## src/rtl/lsu_mem_access.sv

```systemverilog
// lsu_mem_access: single-outstanding load/store unit in front of a 64-bit data
// memory with registered, 1-cycle read latency. Sub-dword stores are done as
// read-modify-write of the containing doubleword.
// Optional build macro LSU_ALIGN_CHECK_EN: misaligned requests are answered
// with resp_err instead of being truncated to the size boundary.
//
// state | meaning
// IDLE  | waiting for a request, req_ready high
// RD    | mem_read pulse for the addressed doubleword
// CAP   | read data on mem_rdata; extract (load) or merge (sub-dword store)
// WR    | mem_write pulse with full or merged doubleword
// RESP  | response held until resp_ready
module lsu_mem_access #(
  parameter int ADDR_W = 64,
  parameter int DATA_W = 64
) (
  input  logic              clk,
  input  logic              rst_n,
  input  logic              req_valid,
  output logic              req_ready,
  input  logic              req_we,
  input  logic [1:0]        req_size,
  input  logic              req_signed,
  input  logic [ADDR_W-1:0] req_addr,
  input  logic [DATA_W-1:0] req_wdata,
  output logic              resp_valid,
  input  logic              resp_ready,
  output logic [DATA_W-1:0] resp_rdata,
  output logic              resp_err,
  output logic [ADDR_W-1:0] mem_addr,
  output logic              mem_read,
  output logic              mem_write,
  output logic [DATA_W-1:0] mem_wdata,
  input  logic [DATA_W-1:0] mem_rdata
);

  typedef enum logic [2:0] {IDLE, RD, CAP, WR, RESP} state_t;

  state_t state_q, state_d;

  logic              accept;
  logic [2:0]        low_mask;
  logic [2:0]        lane;
  logic              misalign_err;
  logic              we_q;
  logic [1:0]        size_q;
  logic              signed_q;
  logic [2:0]        lane_q;
  logic [DATA_W-1:0] rd_shifted;
  logic [DATA_W-1:0] wd_shifted;
  logic [DATA_W-1:0] extracted;
  logic [DATA_W-1:0] merged;
  logic [7:0]        byte_en;

  assign req_ready = (state_q == IDLE);
  assign accept    = req_valid && req_ready;

  // Address bits below the access size; cleared to form the byte lane.
  always_comb begin
    low_mask = 3'b000;
    case (req_size)
      2'd0:    low_mask = 3'b000;
      2'd1:    low_mask = 3'b001;
      2'd2:    low_mask = 3'b011;
      default: low_mask = 3'b111;
    endcase
  end

  assign lane = req_addr[2:0] & ~low_mask;

`ifdef LSU_ALIGN_CHECK_EN
  assign misalign_err = |(req_addr[2:0] & low_mask);
`else
  assign misalign_err = 1'b0;
`endif

  // Next-state decode.
  always_comb begin
    state_d = state_q;
    case (state_q)
      IDLE: begin
        if (accept) begin
          if (misalign_err)                  state_d = RESP;
          else if (req_we && req_size == 2'd3) state_d = WR;
          else                               state_d = RD;
        end
      end
      RD:      state_d = CAP;
      CAP:     state_d = we_q ? WR : RESP;
      WR:      state_d = RESP;
      RESP:    if (resp_ready) state_d = IDLE;
      default: state_d = IDLE;
    endcase
  end

  // State register.
  always_ff @(posedge clk or negedge rst_n) begin
    if (!rst_n) state_q <= IDLE;
    else        state_q <= state_d;
  end

  // Load extraction and store merge from the captured doubleword.
  always_comb begin
    rd_shifted = mem_rdata >> {lane_q, 3'b000};
    wd_shifted = mem_wdata << {lane_q, 3'b000};
    extracted  = rd_shifted;
    byte_en    = 8'hFF;
    case (size_q)
      2'd0: begin
        extracted = {{(DATA_W-8){signed_q & rd_shifted[7]}}, rd_shifted[7:0]};
        byte_en   = 8'h01 << lane_q;
      end
      2'd1: begin
        extracted = {{(DATA_W-16){signed_q & rd_shifted[15]}}, rd_shifted[15:0]};
        byte_en   = 8'h03 << lane_q;
      end
      2'd2: begin
        extracted = {{(DATA_W-32){signed_q & rd_shifted[31]}}, rd_shifted[31:0]};
        byte_en   = 8'h0F << lane_q;
      end
      default: begin
        extracted = rd_shifted;
        byte_en   = 8'hFF;
      end
    endcase
    merged = mem_rdata;
    for (int b = 0; b < 8; b++) begin
      if (byte_en[b]) merged[8*b +: 8] = wd_shifted[8*b +: 8];
    end
  end

  // Registered outputs and latched request. mem_wdata doubles as the holding
  // register for store data until the merge in CAP overwrites it.
  always_ff @(posedge clk or negedge rst_n) begin
    if (!rst_n) begin
      mem_read   <= 1'b0;
      mem_write  <= 1'b0;
      resp_valid <= 1'b0;
      resp_err   <= 1'b0;
      resp_rdata <= '0;
      mem_addr   <= '0;
      mem_wdata  <= '0;
      we_q       <= 1'b0;
      size_q     <= 2'd0;
      signed_q   <= 1'b0;
      lane_q     <= 3'd0;
    end else begin
      mem_read   <= (state_d == RD);
      mem_write  <= (state_d == WR);
      resp_valid <= (state_d == RESP);
      case (state_q)
        IDLE: begin
          if (accept) begin
            we_q       <= req_we;
            size_q     <= req_size;
            signed_q   <= req_signed;
            lane_q     <= lane;
            resp_err   <= misalign_err;
            resp_rdata <= '0;
            if (!misalign_err) begin
              mem_addr  <= {req_addr[ADDR_W-1:3], 3'b000};
              mem_wdata <= req_wdata;
            end
          end
        end
        CAP: begin
          if (we_q) mem_wdata  <= merged;
          else      resp_rdata <= extracted;
        end
        RESP: begin
          if (resp_ready) begin
            resp_err   <= 1'b0;
            resp_rdata <= '0;
            mem_addr   <= '0;
            mem_wdata  <= '0;
          end
        end
        default: ;
      endcase
    end
  end

endmodule

```

## config.mk

```make
export PLATFORM = sky130hd
export DESIGN_NAME = lsu_mem_access
export DESIGN_NICKNAME = d
export VERILOG_FILES = /design/src/rtl/lsu_mem_access.sv
export SDC_FILE = /design/constraint.sdc
export NUM_CORES = 1
export LEC_CHECK = 0
export ABC_AREA = 1
export CORE_ASPECT_RATIO = 0.7
export CORE_MARGIN = 2
export CORE_UTILIZATION = 35
export CTS_CLUSTER_SIZE = 8
export DETAILED_ROUTE_END_ITERATION = 10
export GPL_TIMING_DRIVEN = 0
export PLACE_DENSITY = 0.76
export SETUP_SLACK_MARGIN = 0.5
export SLEW_MARGIN = 20
export SYNTH_ARGS = -nofsm -noshare
export SYNTH_HDL_FRONTEND = slang
export SYNTH_SLANG_ARGS = --single-unit
```

## constraint.sdc

```tcl
create_clock -name clk -period 1.98 [get_ports clk]
set_input_delay 0.198 -clock clk [delete_from_list [all_inputs] [get_ports clk]]
set_output_delay 0.198 -clock clk [all_outputs]
set_load 0.005 [all_outputs]
```

== Yosys cells after proc, flatten, opt, wreduce, memory -nomap -nowiden ==
Cells that the tools add are included.

* Bits in registers: 206
* Bits in latches: 0
* Bits in writable memories: 0
* Memory bits (read-only): 0
* Input bits: 200
* Output and inout bits: 197
* Logic and storage cells: 77
* Memories: 0

* Add/sub/neg operators: 0
* $mul: 0
* Div/mod/pow operators: 0
* $lt $le $gt $ge: 0
* Equal/unequal tests: 16
* Shifts and indexed selects: 5
* Multiplexer cells: 28
* Bitwise logic cells: 5
* Reductions and logical operators: 11

{| class="wikitable"
|+ Operator list
! cell !! count
|-
| $pmux 64 s3 || 3
|-
| $mux 64 || 6
|-
| $pmux 64 s2 || 1
|-
| $mux 8 || 8
|-
| $shl 64x6->64 || 1
|-
| $shr 64x6->64 || 1
|-
| $pmux 8 s3 || 1
|-
| $pmux 3 s5 || 1
|-
| $eq 3x2->1 const B || 3
|-
| $mux 3 || 3
|-
| $pmux 3 s3 || 1
|-
| $reduce_and 4->1 || 2
|-
| $shl 1x3->8 const A || 1
|-
| $shl 2x3->8 const A || 1
|-
| $shl 4x3->8 const A || 1
|-
| $eq 2x2->1 const B || 3
|-
| $eq 3x1->1 const B || 2
|-
| $eq 3x3->1 const B || 2
|-
| $ne 2x2->1 const B || 3
|-
| $eq 2x1->1 const B || 2
|-
| $logic_not 2->1 || 2
|-
| $and 1x1->1 || 3
|-
| $and 3x3->3 || 1
|-
| $logic_not 3->1 || 1
|-
| 10 further kinds || 12
|}

== Depth between registers and ports, before layout ==
Gate-level depths: netlist (run 1).

* Depth after elaboration: 6
* Depth in mapped cells: 15
* Gate-level depth less buffers: 13

== Worst setup path after synthesis (run 1) ==
Ideal clock, no wire load.

* Kind: reg-to-reg
* Start: register size_q[1]
* End: register mem_wdata[15]
* Library setup time: 126 ps
* Arrival: 1749 ps
* Data required time: 1854 ps
* Setup slack: 105 ps
* Cell stages (with the launch flop): 9
* Period minus slack after synthesis: 1875 ps
* Cells stage by stage: dfrtp_1 > inv_1 > ha_1 > nor2_1 > o31ai_1 > buf_2 > a21oi_1 > o21ai_0 > a21oi_1

* Word-level cells in the longest chain between the ends: 5

{| class="wikitable"
|+ RTL lines
! element !! line !! source
|-
| start, declared || 46 || <nowiki>logic [1:0] size_q;</nowiki>
|-
| start signal, assigned || 155 || <nowiki>size_q <= req_size;</nowiki>
|-
| $eq 2x2->1, or another cell as far along || 108 || <nowiki>case (size_q)</nowiki>
|-
| $pmux 8 s3 (*) || 108 ||
|-
| $mux 8 (*) || 128 || <nowiki>if (byte_en[b]) merged[8*b +: 8] = wd_shifted[8*b +: 8];</nowiki>
|-
| $mux 64 (*) || 167 || <nowiki>if (we_q) mem_wdata <= merged;</nowiki>
|-
| $pmux 64 s3 (*) || 151 || <nowiki>case (state_q)</nowiki>
|-
| end signal, assigned || 162 || <nowiki>mem_wdata <= req_wdata;</nowiki>
|-
| end signal, assigned || 167 ||
|-
| end, declared || 33 || <nowiki>output logic [DATA_W-1:0] mem_wdata,</nowiki>
|}

Mark *: on every way between the ends. The rest lies on a longest branch, timed or not. The select of a mux whose other input is x is not followed.
A chain may end at the register's enable or synchronous reset.

== Final worst setup path (run 1) ==
* Start: register lane_q[0]
* End: register mem_wdata[56]

* Word-level cells in the longest chain between the ends: 5

{| class="wikitable"
|+ RTL lines
! element !! line !! source
|-
| start, declared || 48 || <nowiki>logic [2:0] lane_q;</nowiki>
|-
| start signal, assigned || 157 || <nowiki>lane_q <= lane;</nowiki>
|-
| parallel branches: the longest is 2 deep, another holds $shl 64x6->64 || -- ||
|-
| $mux 8 (*) || 128 ||
|-
| $mux 64 (*) || 167 ||
|-
| $pmux 64 s3 (*) || 151 ||
|}

Mark *: on every way between the ends. The select of a mux whose other input is x is not followed.

==> results.py, run 1 <==
metrics = {
    "pwr": {
        "pwr-share-seq": 0.186,
        "clock_power_share": 0.099,
        "vdd_drop_max_uv": 1510,
        "power_frac_comb": 0.714,
        "power.internal_w": 0.0221,
        "p_switching_w": 0.0221,
        "switching_share": 0.500,
        "leakage_nw": 9.27,
        "powerDensity_nw_per_um2": 2110,
    },
    "critical_path": {
        "crit_cells": 10,
        "rr_startpoint": "lane_q[0]$_DFFE_PN0P_",
        "reg2reg_to": "mem_wdata[56]$_DFFE_PN0P_",
        "critical_path.slowest_cell": "o211ai_1",
        "startpoint_type": "register",
        "crit_top_cell": "buf_12",
        "crit_chain": "buf_6 -> buf_12 -> buf_12 -> buf_12 -> nand2_4 -> nand2_4 -> o211ai_1 -> nand3_1 -> nand2_2 -> a21oi_2",
        "crit_fanout": 6,
        "reg2reg_slack_ns": -0.006,
        "max_stage_delay_ns": 0.43,
        "crit_family": "buffers and inverters",
        "worst_r2r_path_depth": 10,
        "arrival_ns": 2.44,
        "required_ns": 2.44,
        "crit_type": "register to register",
        "end_kind": "register",
        "cp_num_buf_inv": 4,
    },
    "drt": {
        "routedWlPerCell_um": 27.0,
        "num_vias": 16433,
        "routed_wl_mm": 76.9,
        "viasPerCell": 5.77,
        "drt_first_pass_iters": 6,
        "drtIter0Drc": 2121,
        "route.detailed.drc": 0,
        "ant_nets": 0,
    },
    "die": {
        "die-area_sq_um": 37300,
        "fp.dieH_um": 162,
        "initial_core_util": 0.358,
        "pin_count": 397,
        "row_count": 57,
        "die_x_um": 230,
        "core_area_sq_um": 34900,
    },
    "synth": {
        "ys.flop_type": "dfrtp_1",
        "yosysTopAreaCell": "dfrtp_1",
        "yosysSeqAreaShare": 0.404,
        "yosysMostFrequentCell": "nand2_1",
        "ys_ff_latch": 202,
        "netlist_instances": 1867,
        "syn_area_per_cell_sq_um": 6.69,
        "synth_common_cells": "nand2_1, o21ai_0, dfrtp_1, a21oi_1, inv_1",
        "synth_area_sq_um": 12500,
        "ys_types": 35,
        "synth_edf_count": 0,
        "synthArstFlopShare": 1.00,
        "synth_top_area_share": 0.404,
        "yosysWarningCount": 0,
        "ys_top_cells_by_area": "dfrtp_1, nand2_1, o21ai_0",
    },
    "global_route": {
        "grtUsageTotal": 0.391,
        "grt_max_degree": 98,
        "grt_overflow": 0,
        "grt_pass1_vias": 15380,
        "grt_pass1_wl_mm": 107,
        "antenna_found_initial": 0,
    },
    "clock_tree": {
        "clkTransAtPathRegs_ns": 0.05,
        "cts-buffers-inserted": 29,
        "cts_sinks": 202,
        "cts_buffer_depth": 3,
        "cts_tree": "built",
        "cts_root_buf": "clkbuf_16",
        "clkLatencyLatePin_ns": 0.58,
        "htree_levels": 1,
    },
    "sta": {
        "skew_ns": 0.0175,
        "rsz0062_at_grt": "true",
        "final.setup.worst_slack_ns": -0.00596,
        "fmax_ghz": 0.504,
        "worstMarginPinSlew_ns": 0.533,
        "setup_viol": 1,
        "min_period_over_period": 1.00,
        "final.min_clock_period_ns": 1.99,
        "hold_slack_ns": 0.112,
        "slew_headroom": 0.645,
        "report.final.slew_viol_count": 0,
        "final_hold_viol_count": 0,
    },
    "placement": {
        "dp_hpwl_mm": 59.0,
        "routabilityCongestion": 1.06,
        "port_buffers": 392,
        "dp_slack_ns": -0.912,
    },
    "run_status": {
        "violations": "setup timing",
        "status": "finished, violations left",
    },
    "finish": {
        "diodes": 0,
        "final_layout_size_suffix_gt1_frac": 0.215,
        "num-nets-final": 2580,
        "area_growth_pct": 67.5,
    },
    "flow_run": {
        "cap_viol_max_count": 0,
    },
    "worst_hold_path": {
        "hold_class": "input pin to asynchronous set/reset pin",
    },
}
[worst max path at each step]
stage | from | endpoint
after floorplan | state_q[1]$_DFF_PN0_ | mem_wdata[43]$_DFFE_PN0P_
after detailed placement | lane_q[2]$_DFFE_PN0P_ | mem_wdata[52]$_DFFE_PN0P_
final | lane_q[0]$_DFFE_PN0P_ | mem_wdata[56]$_DFFE_PN0P_
after global placement | rst_n | state_q[0]$_DFF_PN0_
after CTS | lane_q[0]$_DFFE_PN0P_ | mem_wdata[61]$_DFFE_PN0P_
after global routing | state_q[1]$_DFF_PN0_ | mem_wdata[31]$_DFFE_PN0P_
[sequential cells by signal, summed over array words and instances, names as in the netlist]
| name | cells |
|---|---|
| state_q | 3 |
| lane_q | 3 |
| resp_rdata | 64 |
| we_q | 1 |
| mem_write | 1 |
| resp_valid | 1 |
| mem_read | 1 |
| mem_wdata | 64 |
| signed_q | 1 |
| mem_addr | 61 |
| size_q | 2 |
[cell families after synthesis]
logic type	synth area share
other	0.000300
AO/OA/AOI/OAI	0.213
buffers and inverters	0.0984
multiplexers	0.000801
AND/OR/NAND/NOR	0.278
flip-flops	0.404
adder cells (fa/ha/maj)	0.00501
[power groups by stage]
| stage | Sequential (W) | Clock [W] | Combinational [W] |
|---|---|---|---|
| after floorplan | 0.00767 | 0 | 0.0120 |
| final | 0.00824 | 0.00440 | 0.0316 |
| after detailed placement | 0.00799 | 0 | 0.0232 |
| after global placement | 0.00794 | 0 | 0.0231 |
| after global routing | 0.00842 | 0.00461 | 0.0329 |
| after CTS | 0.00803 | 0.00442 | 0.0268 |
[timing repair]
item	CTS	global route
hold endpoints to repair	190	0
endpoints found under the setup margin	393	390
pin swaps	47	62
gates cloned	7	13
resized for setup	312	316
hold buffers	1	0
setup buffers	39	20
[metrics by stage]
step | util | TNS [ns] | instances | instance area, sq um | power, W
floorplan | - | 0 | 1870 | 12900 | 0.0197
global placement | 0.498 | -1579.68 | 2734 | 17400 | 0.0310
detailed placement | 0.499 | -51.74 | 2736 | 17500 | 0.0312
CTS | 0.560 | 0 | 2816 | 19600 | 0.0393
global route | 0.599 | -0.223 | 2849 | 20900 | 0.0460
finish | 0.599 | -0.00596 | 2849 | 20900 | 0.0442
[cell usage in the layout, fill, tap and decap left out, drive strengths merged, types with 8 or more instances in the layout]
| cell | Yosys | routed |
|---|---|---|
| clkdlybuf4s50 | 0 | 390 |
| o21ai | 287 | 287 |
| o22ai | 8 | 8 |
| buf | 70 | 155 |
| inv | 161 | 161 |
| nand3 | 134 | 134 |
| nor2 | 110 | 110 |
| clkbuf | 66 | 92 |
| a21oi | 158 | 158 |
| nor3 | 21 | 21 |
| nand2 | 581 | 582 |
| o211ai | 35 | 35 |
| dfrtp | 202 | 202 |
[layer usage]
metal / wire length (um) / GRT usage
met4: 2070 / 0.0935
met1: 33100 / 0.568
met2: 30300 / 0.534
met5: 0 / 0
met3: 11500 / 0.161
[final cells by class]
cell class                 instances  area (sq um)
multi-input combinational       1372          7490
buffer                           136          1430
timing repair buffer             472          4960
tap                              472           591
fill                            3165         14000
sequential                       202          5060
inverter                         161           641
timing repair inverter             1          11.3
clock buffer                      31           733
clock inverter                     2          16.3
No activity file was read; power rests on OpenSTA's default activity.
==> run 2: changes to the inputs <==
==> constraint.sdc (replaced) <==
create_clock -name clk -period 1.8 [get_ports clk]
set_input_delay 0.18 -clock clk [delete_from_list [all_inputs] [get_ports clk]]
set_output_delay 0.18 -clock clk [all_outputs]
set_load 0.005 [all_outputs]
==> run 2 against run 1 <==
Global-route usage rose by 0.41 points. Combinational power rose by 5%. Sequential power up 8.4%. Die area did not move. First-iteration DRC count shrank 5.3%. Clock power rose by 11%. Highest routed layer is now met5. The run still ends with setup timing left.
==> results.py, run 2 (synthesized netlist as in run 1, its figures left out) <==
metrics = {
    "finish": {
        "layout_common_cells": "nand2_1, clkdlybuf4s50_1, dfrtp_1",
        "fin_util": 0.583,
        "final_common_cell": "nand2_1",
        "final_layout_size_suffix_gt1_frac": 0.181,
        "fill_cells": 3208,
        "num-nets-final": 2551,
        "area_growth_pct": 63.1,
        "top_regs": "mem_wdata (64), resp_rdata (64), mem_addr (61)",
    },
    "critical_path": {
        "reg2reg_to": "mem_wdata[60]$_DFFE_PN0P_",
        "crit_top_cell": "nand3_1",
        "critical_path.slowest_cell": "dfrtp_1",
        "reg2reg_slack_ns": -0.24,
        "crit_chain": "buf_6 -> bufbuf_16 -> clkbuf_8 -> o21ai_2 -> nand2_1 -> o211ai_1 -> nand3_1 -> nand3_1 -> a21oi_1",
        "arrival_ns": 2.49,
        "max_stage_delay_ns": 0.37,
        "worst_r2r_path_depth": 9,
        "crit_type": "register to register",
        "end_kind": "register",
        "crit_family": "buffers and inverters",
        "required_ns": 2.25,
        "rr_startpoint": "lane_q[0]$_DFFE_PN0P_",
        "cp_num_buf_inv": 3,
        "startpoint_type": "register",
        "crit_fanout": 10,
    },
    "die": {
        "die-area_sq_um": 37300,
        "fp.dieH_um": 162,
        "core_area_sq_um": 34900,
        "row_count": 57,
        "initial_core_util": 0.358,
        "die_x_um": 230,
        "pin_count": 397,
    },
    "clock_tree": {
        "cts_root_buf": "clkbuf_16",
        "cts_buffer_depth": 3,
        "cts_sinks": 202,
        "cts_tree": "built",
        "clkLatencyLatePin_ns": 0.58,
        "clkTransAtPathRegs_ns": 0.05,
        "cts-buffers-inserted": 29,
        "htree_levels": 1,
    },
    "sta": {
        "hold_slack_ns": 0.100,
        "final.min_clock_period_ns": 2.04,
        "timing.setup.tns_ns": -16.59,
        "report.final.slew_viol_count": 0,
        "setup_viol": 133,
        "slew_headroom": 0.593,
        "worstMarginPinSlew_ns": 0.608,
        "skew_ns": 0.0271,
        "final_hold_viol_count": 0,
        "rsz0062_at_grt": "true",
        "fmax_ghz": 0.489,
        "min_period_over_period": 1.14,
        "final.setup.worst_slack_ns": -0.245,
    },
    "drt": {
        "ant_nets": 0,
        "routedWlPerCell_um": 27.0,
        "viasPerCell": 5.73,
        "route.detailed.drc": 0,
        "routed_wl_mm": 76.1,
        "drtIter0Drc": 2009,
        "num_vias": 16156,
        "drt_first_pass_iters": 7,
    },
    "placement": {
        "port_buffers": 392,
        "routabilityCongestion": 1.03,
        "dp_hpwl_mm": 59.7,
    },
    "pwr": {
        "power_frac_comb": 0.706,
        "switching_share": 0.502,
        "vdd_drop_max_uv": 1140,
        "power.internal_w": 0.0233,
        "p_switching_w": 0.0236,
        "clock_power_share": 0.104,
        "leakage_nw": 9.05,
        "powerDensity_nw_per_um2": 2300,
        "pwr-share-seq": 0.190,
    },
    "run_status": {
        "status": "finished, violations left",
        "violations": "setup timing",
    },
    "global_route": {
        "grt_pass1_vias": 15455,
        "grt_max_degree": 94,
        "antenna_found_initial": 5,
        "grtUsageTotal": 0.395,
        "grt_pass1_wl_mm": 107,
        "grt_overflow": 0,
    },
    "flow_run": {
        "cap_viol_max_count": 0,
    },
    "worst_hold_path": {
        "hold_class": "input pin to asynchronous set/reset pin",
    },
}
## run 2: cell count changes in the layout (fill, tap and decap cells not counted), moves of 7 or more
cell       before  now
nand2_2        42   30
buf_4          67   48
nor2_1         73   93
a21oi_1       127  117
nor2_2         25    8
clkbuf_16      42   33
nand2_1       514  529
o21ai_1       133  150
buf_6          32   24
a21oi_2        28   38
o21ai_0        90   97
o21ai_2        52   23
clkbuf_8       11   20
## run 2: metal layers
layer	GRT usage	part of all wire	vias up
li1	-	-	7082
met1	0.567	0.44	7796
met2	0.552	0.40	1113
met3	0.159	0.14	161
met4	0.0897	0.027	4
met5	0	0.00042	-
## run 2: layout make-up
| cell class | instances | area, sq um | area share |
|---|---|---|---|
| multi-input combinational | 1371 | 7280 | 0.357 |
| clock inverter | 2 | 16.3 | 0.000798 |
| sequential | 202 | 5060 | 0.248 |
| inverter | 161 | 637 | 0.0312 |
| tap | 472 | 591 | 0.0290 |
| clock buffer | 31 | 733 | 0.0360 |
| timing repair buffer | 445 | 4650 | 0.228 |
| antenna | 2 | 5.00 | 0.000246 |
| buffer | 136 | 1410 | 0.0692 |
## run 2: worst max path at each step
stage / from / endpoint / slack, ns / depth (start not counted)
after floorplan: state_q[1]$_DFF_PN0_ / mem_wdata[43]$_DFFE_PN0P_ / 0.17 / 9
after global placement: rst_n / state_q[0]$_DFF_PN0_ / -8.58 / 1
after detailed placement: lane_q[2]$_DFFE_PN0P_ / mem_wdata[55]$_DFFE_PN0P_ / -1.08 / 7
after CTS: lane_q[0]$_DFFE_PN0P_ / mem_wdata[59]$_DFFE_PN0P_ / -0.13 / 10
after global routing: lane_q[0]$_DFFE_PN0P_ / mem_wdata[56]$_DFFE_PN0P_ / -0.33 / 9
final: lane_q[0]$_DFFE_PN0P_ / mem_wdata[60]$_DFFE_PN0P_ / -0.24 / 9
## run 2: power groups by stage
stage               registers, W  clock network [W]  logic [W]
finish                   0.00893            0.00487     0.0331
global route             0.00912            0.00512     0.0345
CTS                      0.00883            0.00491     0.0309
detailed placement       0.00875                  0     0.0258
global placement         0.00870                  0     0.0257
floorplan                0.00843                  0     0.0132
## run 2: through the flow
stage	worst slack, ns	cells	cell area (sq um)	total power [W]
after floorplan	0.167	1870	12900	0.0216
after global placement	-8.58	2734	17400	0.0344
after detailed placement	-1.08	2736	17500	0.0346
after CTS	-0.130	2812	20100	0.0446
after global routing	-0.327	2820	20400	0.0488
final	-0.245	2822	20400	0.0469
## run 2: timing repair
item | CTS | global route
endpoints found under the setup margin | 395 | 393
resized for setup | 425 | 80
hold endpoints to repair | 202 | 0
pin swaps | 72 | 15
hold buffers | 1 | 0
setup buffers | 34 | 5
cloned | 8 | 3
